File: config.mk
export PLATFORM = sky130hd
export DESIGN_NAME = spi_slave_flat
export DESIGN_NICKNAME = d
export VERILOG_FILES = /design/src/rtl/spi_slave_if.sv /design/src/rtl/spi_slave.sv /design/src/flat_wrapper.sv
export SDC_FILE = /design/constraint.sdc
export NUM_CORES = 1
export LEC_CHECK = 0
export CAP_MARGIN = 25
export CORE_UTILIZATION = 38
export DETAILED_ROUTE_END_ITERATION = 10
export HOLD_SLACK_MARGIN = 0.06
export PLACE_DENSITY = 0.65
export RECOVER_POWER = 100
export SLEW_MARGIN = 0
export SYNTH_ARGS = -nofsm -noshare
export SYNTH_HDL_FRONTEND = slang
export SYNTH_SLANG_ARGS = --single-unit
File: constraint.sdc
create_clock -name clk -period 2.6 [get_ports clk]
set_input_delay 0.26 -clock clk [delete_from_list [all_inputs] [get_ports clk]]
set_output_delay 0.26 -clock clk [all_outputs]
set_load 0.01 [all_outputs]
File: src/rtl/spi_slave_if.sv
// Register-bus bundle shared with the SPI controller peripheral.
// The slave modport is the peripheral side; master is the bus/firmware side.
interface spi_slave_if;
    logic [7:0]  waddr_i;
    logic [31:0] data_i;
    logic [3:0]  sel_i;
    logic        we_i;
    logic [7:0]  raddr_i;
    logic        rd_i;
    logic [31:0] data_o;

    modport slave  (input  waddr_i, data_i, sel_i, we_i, raddr_i, rd_i,
                    output data_o);
    modport master (output waddr_i, data_i, sel_i, we_i, raddr_i, rd_i,
                    input  data_o);
endinterface

File: src/rtl/spi_slave.sv
// Memory-mapped SPI target: oversamples SCLK/CS/MOSI on clk, receives bytes into
// RXDATA and shifts out a one-deep TXDATA buffer on MISO, all four CPOL/CPHA modes.
module spi_slave #(
    parameter int         SYNC_STAGES   = 2,
    parameter logic [7:0] UNDERRUN_BYTE = 8'h00
) (
    input  logic        clk,
    input  logic        rst_n,
    spi_slave_if.slave  bus,
    input  logic        spi_clk,
    input  logic        spi_cs,
    input  logic        spi_mosi,
    output logic        spi_miso,
    output logic        spi_miso_oe,
    output logic        irq_spi_rx
);
    localparam logic [7:0] UNDERRUN_VAL = UNDERRUN_BYTE;

    logic [SYNC_STAGES-1:0] r_sclk_sync, r_cs_sync, r_mosi_sync;
    logic       r_sclk_prev;
    logic       r_en, r_cpol, r_cpha, r_irq_en;
    logic [7:0] r_tx_buf, r_tx_shift, r_rx_shift, r_rx_data;
    logic       r_tx_full, r_rx_valid, r_rx_overrun, r_tx_underrun;
    logic       r_in_byte, r_irq;
    logic [2:0] r_bit_cnt;
    logic [31:0] r_data_o;

    logic w_sclk_s, w_cs_s, w_mosi_s, w_active;
    logic w_rise, w_fall, w_lead, w_trail, w_sample, w_shift;
    logic w_load, w_do_sample, w_complete, w_end_cpha0;
    logic w_wr, w_ctrl_wr, w_tx_wr, w_stat_wr, w_rx_rd;
    logic [7:0]  w_rx_next;
    logic [31:0] w_rdata;

    assign w_sclk_s = r_sclk_sync[SYNC_STAGES-1];
    assign w_cs_s   = r_cs_sync[SYNC_STAGES-1];
    assign w_mosi_s = r_mosi_sync[SYNC_STAGES-1];
    // Outside an enabled, selected frame everything is held idle; this doubles as CS-abort.
    assign w_active = r_en & ~w_cs_s;

    assign w_rise   = w_sclk_s & ~r_sclk_prev;
    assign w_fall   = ~w_sclk_s & r_sclk_prev;
    assign w_lead   = r_cpol ? w_fall : w_rise;
    assign w_trail  = r_cpol ? w_rise : w_fall;
    assign w_sample = w_active & (r_cpha ? w_trail : w_lead);
    assign w_shift  = w_active & (r_cpha ? w_lead : w_trail);

    assign w_load      = ~r_in_byte & (r_cpha ? w_shift : w_sample);
    assign w_do_sample = w_sample & (r_in_byte | w_load);
    assign w_complete  = w_do_sample & (r_bit_cnt == 3'd7);
    // CPHA=0 keeps in_byte through completion; bit_cnt==0 while in_byte marks that wait.
    assign w_end_cpha0 = ~r_cpha & r_in_byte & (r_bit_cnt == 3'd0);
    assign w_rx_next   = {r_rx_shift[6:0], w_mosi_s};

    assign w_wr      = bus.we_i & bus.sel_i[0];
    assign w_ctrl_wr = w_wr & (bus.waddr_i[3:0] == 4'h0);
    assign w_tx_wr   = w_wr & (bus.waddr_i[3:0] == 4'h4);
    assign w_stat_wr = w_wr & (bus.waddr_i[3:0] == 4'hC);
    assign w_rx_rd   = bus.rd_i & (bus.raddr_i[3:0] == 4'h8);

    always_comb begin
        w_rdata = 32'h0;
        case (bus.raddr_i[3:0])
            4'h0: w_rdata = {28'h0, r_irq_en, r_cpha, r_cpol, r_en};
            4'h4: w_rdata = {24'h0, r_tx_buf};
            4'h8: w_rdata = {24'h0, r_rx_data};
            4'hC: w_rdata = {27'h0, r_tx_underrun, r_rx_overrun, r_tx_full,
                             r_rx_valid, w_active};
            default: w_rdata = 32'h0;
        endcase
    end

    always_ff @(posedge clk or negedge rst_n) begin
        if (!rst_n) begin
            r_sclk_sync   <= '0;
            r_cs_sync     <= '1;
            r_mosi_sync   <= '0;
            r_sclk_prev   <= 1'b0;
            r_en          <= 1'b0;
            r_cpol        <= 1'b0;
            r_cpha        <= 1'b0;
            r_irq_en      <= 1'b0;
            r_tx_buf      <= 8'h0;
            r_tx_shift    <= 8'h0;
            r_rx_shift    <= 8'h0;
            r_rx_data     <= 8'h0;
            r_tx_full     <= 1'b0;
            r_rx_valid    <= 1'b0;
            r_rx_overrun  <= 1'b0;
            r_tx_underrun <= 1'b0;
            r_in_byte     <= 1'b0;
            r_bit_cnt     <= 3'd0;
            r_irq         <= 1'b0;
            r_data_o      <= 32'h0;
        end else begin
            r_sclk_sync <= {r_sclk_sync[SYNC_STAGES-2:0], spi_clk};
            r_cs_sync   <= {r_cs_sync[SYNC_STAGES-2:0], spi_cs};
            r_mosi_sync <= {r_mosi_sync[SYNC_STAGES-2:0], spi_mosi};
            r_sclk_prev <= w_sclk_s;
            r_irq       <= w_complete & r_irq_en;

            if (w_ctrl_wr)
                {r_irq_en, r_cpha, r_cpol, r_en} <= bus.data_i[3:0];

            if (!w_active) begin
                r_in_byte  <= 1'b0;
                r_bit_cnt  <= 3'd0;
                r_rx_shift <= 8'h0;
            end else begin
                if (w_load) begin
                    r_tx_shift <= r_tx_full ? r_tx_buf : UNDERRUN_BYTE;
                    r_in_byte  <= 1'b1;
                end else if (w_shift & r_in_byte) begin
                    if (w_end_cpha0)
                        r_in_byte <= 1'b0;
                    else
                        r_tx_shift <= {r_tx_shift[6:0], 1'b0};
                end
                if (w_do_sample) begin
                    r_rx_shift <= w_rx_next;
                    r_bit_cnt  <= r_bit_cnt + 3'd1;
                    if (w_complete && r_cpha)
                        r_in_byte <= 1'b0;
                end
            end

            // A TXDATA write beats a same-cycle load; the load still takes the old byte.
            if (w_tx_wr) begin
                r_tx_buf  <= bus.data_i[7:0];
                r_tx_full <= 1'b1;
            end else if (w_load && r_tx_full) begin
                r_tx_full <= 1'b0;
            end

            if (w_load && !r_tx_full)
                r_tx_underrun <= 1'b1;
            else if (w_stat_wr && bus.data_i[4])
                r_tx_underrun <= 1'b0;

            if (w_complete)
                r_rx_data <= w_rx_next;

            if (w_complete)
                r_rx_valid <= 1'b1;
            else if (w_rx_rd)
                r_rx_valid <= 1'b0;

            if (w_complete && r_rx_valid && !w_rx_rd)
                r_rx_overrun <= 1'b1;
            else if (w_stat_wr && bus.data_i[3])
                r_rx_overrun <= 1'b0;

            if (bus.rd_i)
                r_data_o <= w_rdata;
        end
    end

    assign bus.data_o  = r_data_o;
    assign irq_spi_rx  = r_irq;
    assign spi_miso_oe = w_active;
    // Before a byte starts, present bit 7 of what will be loaded so CPHA=0 masters see it.
    assign spi_miso    = r_in_byte ? r_tx_shift[7]
                                   : (r_tx_full ? r_tx_buf[7] : UNDERRUN_VAL[7]);
endmodule

File: src/flat_wrapper.sv
// flat-port wrapper written by rule: the top's interface ports become plain ports
module spi_slave_flat 
#(
    parameter int         SYNC_STAGES   = 2,
    parameter logic [7:0] UNDERRUN_BYTE = 8'h00
)
  (clk, rst_n, spi_clk, spi_cs, spi_mosi, spi_miso, spi_miso_oe, irq_spi_rx, bus_waddr_i, bus_data_i, bus_sel_i, bus_we_i, bus_raddr_i, bus_rd_i, bus_data_o);
  spi_slave_if bus_i ();
  input  logic clk;
  input  logic rst_n;
  input  logic spi_clk;
  input  logic spi_cs;
  input  logic spi_mosi;
  output logic spi_miso;
  output logic spi_miso_oe;
  output logic irq_spi_rx;
  input wire logic [$bits(bus_i.waddr_i)-1:0] bus_waddr_i;
  input wire logic [$bits(bus_i.data_i)-1:0] bus_data_i;
  input wire logic [$bits(bus_i.sel_i)-1:0] bus_sel_i;
  input wire logic [$bits(bus_i.we_i)-1:0] bus_we_i;
  input wire logic [$bits(bus_i.raddr_i)-1:0] bus_raddr_i;
  input wire logic [$bits(bus_i.rd_i)-1:0] bus_rd_i;
  output wire logic [$bits(bus_i.data_o)-1:0] bus_data_o;
  assign bus_i.waddr_i = bus_waddr_i;
  assign bus_i.data_i = bus_data_i;
  assign bus_i.sel_i = bus_sel_i;
  assign bus_i.we_i = bus_we_i;
  assign bus_i.raddr_i = bus_raddr_i;
  assign bus_i.rd_i = bus_rd_i;
  assign bus_data_o = bus_i.data_o;
  spi_slave #(.SYNC_STAGES(SYNC_STAGES), .UNDERRUN_BYTE(UNDERRUN_BYTE)) u_core (.clk(clk), .rst_n(rst_n), .bus(bus_i), .spi_clk(spi_clk), .spi_cs(spi_cs), .spi_mosi(spi_mosi), .spi_miso(spi_miso), .spi_miso_oe(spi_miso_oe), .irq_spi_rx(irq_spi_rx));
endmodule
==> results.json <==
{
  "synth_flop_cell": "dfrtp_1",
  "setup.worst_path.end": "u_core.r_rx_data[5]",
  "synth_edf_count": 0,
  "grt_remaining_overflow": 0,
  "ios": 94,
  "drc_errors": 0,
  "power.density_nw_per_um2": 631,
  "final-setup-viol-count": 0,
  "finalPower_mw": 2.19,
  "dieArea_um2": 8090,
  "rsz0062_at_grt": "false",
  "grt_pass1_wl_um": 9340,
  "routabilityCongestion": 0.740,
  "clk_path_buf_depth": 2,
  "crit_start": "u_core.r_cpol",
  "end_kind": "flop",
  "drive_gt1_frac": 0.174,
  "via_per_inst": 4.87,
  "die_y_um": 89.9,
  "die_w_um": 89.9,
  "syn_area_um2": 2940,
  "wl_per_cell_um": 14.0,
  "worstPathMaxFanout": 14,
  "clock_skew_ps": 7.05,
  "r2r_slack_ps": 510,
  "status": "finished with violations",
  "initial_core_util": 0.399,
  "grt_pass1_vias": 1910,
  "synth_top_cell_by_area": "dfrtp_1",
  "required_ps": 2810,
  "wirelength_um": 5640,
  "cts_tree": "yes",
  "synth_top_area_share": 0.486,
  "start_kind": "flop",
  "mostFrequentLayoutCell": "dfrtp_1",
  "gr-usage-all-layers": 0.148,
  "arrival_ps": 2300,
  "first_iter_violations": 87,
  "insertion_delay_ps": 330,
  "dp_hpwl_um": 4040,
  "maxSlewViolCount": 31,
  "ys_warn_count": 0,
  "max_cap_violations": 1,
  "fin_crit_sh": 0.803,
  "max_stage_delay_ps": 560,
  "layout.nets": 362,
  "final_antenna_net_count": 0,
  "violations": "capacitance limit, slew limit",
  "tightest_slew_ps": 1600,
  "r2r_start": "u_core.r_cpol",
  "cp_slowest_cell": "dfrtp_1",
  "htreeDepth": 3,
  "max_freq_mhz": 479,
  "syn_inst": 259,
  "dr.pass1.iters": 4,
  "relSlewSlack": -0.0679,
  "fillers": 698,
  "clkTransAtPathRegs_ps": 60,
  "antenna_found_initial": 0,
  "yosys.cell_types.count": 45,
  "ys_ff_latch": 59,
  "reg2reg_depth": 6,
  "rows": 31,
  "numCtsBuffers": 9,
  "hold_violations": 0,
  "synth.area.top_cells": "dfrtp_1 49%, mux2_2 8.0%, buf_4 6.1%",
  "core_region_area_um2": 7370,
  "period_needed_ps": 2090,
  "r2r-end": "u_core.r_rx_data[5]",
  "area_delta_synth_final_pct": 18.2,
  "cts_resized": 0,
  "layout_common_cells": "57 x dfrtp_1, 24 x conb_1, 21 x inv_1, 21 x mux2_2",
  "root_buffer": "clkbuf_8",
  "peakVddDrop_mv": 0.469,
  "synthArstFlopShare": 1.00,
  "vias": 1969,
  "p_leak_nw": 1.56,
  "hold_path.class": "reg2reg",
  "avgSynthCellArea_um2": 11.3,
  "portBuffers": 34,
  "path_cells": "and3b_1 > o21ai_0 > clkbuf_1 > a21oi_1 > buf_4 > mux2_2",
  "cts_setup_buffers": 0,
  "cts_sinks": 59,
  "grt_max_degree": 31,
  "fin_setup_tns_ps": 0,
  "worstSetupPathType": "reg2reg",
  "num_antenna_cells": 0,
  "seq_area_frac_synth": 0.503
}
[critical path: cells and delay by family, from the launching register on]
kind                   cells  cell delay (ps)
AND/OR/NAND/NOR            1              240
buffers and inverters      2              630
AO/OA/AOI/OAI              2              270
multiplexers               1              280
flip-flops                 1              560
[cell usage after synthesis (3+ instances only)]
library cell and count:
a21oi_1 11, a22oi_1 4, and2_1 4, buf_4 24, clkbuf_1 6, dfrtp_1 57, ha_1 3, inv_1 21
mux2_2 21, mux2_4 4, mux2i_1 12, mux4_2 4, nand2_1 13, nand2b_1 3, nand3_1 11, nor2b_1 5
o21ai_0 14, o22ai_1 8
[through the flow]
| stage | hold slack [ps] | utilization | cells | area, um^2 | worst slack [ps] |
|---|---|---|---|---|---|
| after floorplan | -35.6 | - | 282 | 3020 | 859 |
| after CTS | 311 | 0.475 | 404 | 3500 | 596 |
| final | 349 | 0.471 | 404 | 3470 | 513 |
| after detailed placement | 333 | 0.447 | 387 | 3300 | 633 |
| after global placement | 323 | 0.447 | 387 | 3300 | 659 |
| after global routing | 363 | 0.471 | 404 | 3470 | 370 |
[final cells by class]
type	count	area, um^2	area share
well taps	99	124	0.0357
multi-input cells	167	1210	0.348
flip-flops and latches	59	1480	0.426
inverters	21	78.8	0.0227
clock buffers	11	141	0.0407
repair buffers	42	390	0.112
clock inverters	5	52.6	0.0151
[sequential cells by signal (all words and copies together), names as in the netlist]
register and cells:
u_core.bus.data_o 8, u_core.irq_spi_rx 1, u_core.r_bit_cnt 3, u_core.r_cpha 1, u_core.r_cpol 1, u_core.r_cs_sync 2
u_core.r_en 1, u_core.r_in_byte 1, u_core.r_irq_en 1, u_core.r_mosi_sync 2, u_core.r_rx_data 8, u_core.r_rx_overrun 1
u_core.r_rx_shift 7, u_core.r_rx_valid 1, u_core.r_sclk_prev 1, u_core.r_sclk_sync 2, u_core.r_tx_buf 8, u_core.r_tx_full 1
u_core.r_tx_shift 8, u_core.r_tx_underrun 1
[worst min path at each step]
| stage | from | end | slack [ps] | depth (start not counted) |
|---|---|---|---|---|
| after detailed placement | rst_n | u_core.r_rx_shift[3] | 330 | 1 |
| after global routing | u_core.r_mosi_sync[0] | u_core.r_mosi_sync[1] | 360 | 0 |
| after floorplan | rst_n | u_core.bus.data_o[0] | -40 | 0 |
| final | u_core.r_sclk_sync[0] | u_core.r_sclk_sync[1] | 350 | 0 |
| after global placement | rst_n | u_core.r_rx_shift[4] | 320 | 1 |
| after CTS | spi_cs | u_core.r_cs_sync[0] | 310 | 1 |
[cells by family after synthesis]
kind of cell | synth area share
DFF | 0.503
adders and majority gates | 0.0128
buffers and inverters | 0.108
muxes | 0.172
AOI/OAI and AO/OA | 0.106
other | 0.00128
and+or+nand+nor | 0.0954
[power breakdown]
part	internal, mW	total [mW]	switching, mW
Sequential	0.990	1.07	0.0817
Combinational	0.152	0.299	0.147
Clock	0.464	0.820	0.357
Total	1.61	2.19	0.585
[per-layer routing]
layer	up-vias	track usage	part of all wire
met1	968	0.193	0.47
met2	57	0.235	0.48
met5	-	0	0
li1	940	-	-
met3	4	0.0575	0.048
met4	0	0.0349	0.0064
[repair_timing]
action | in CTS | in global routing
setup endpoints to repair | 0 | 0
hold buffers | 1 | 0
endpoints found under the hold margin | 26 | 0
No activity file was read; power rests on OpenSTA's default activity.
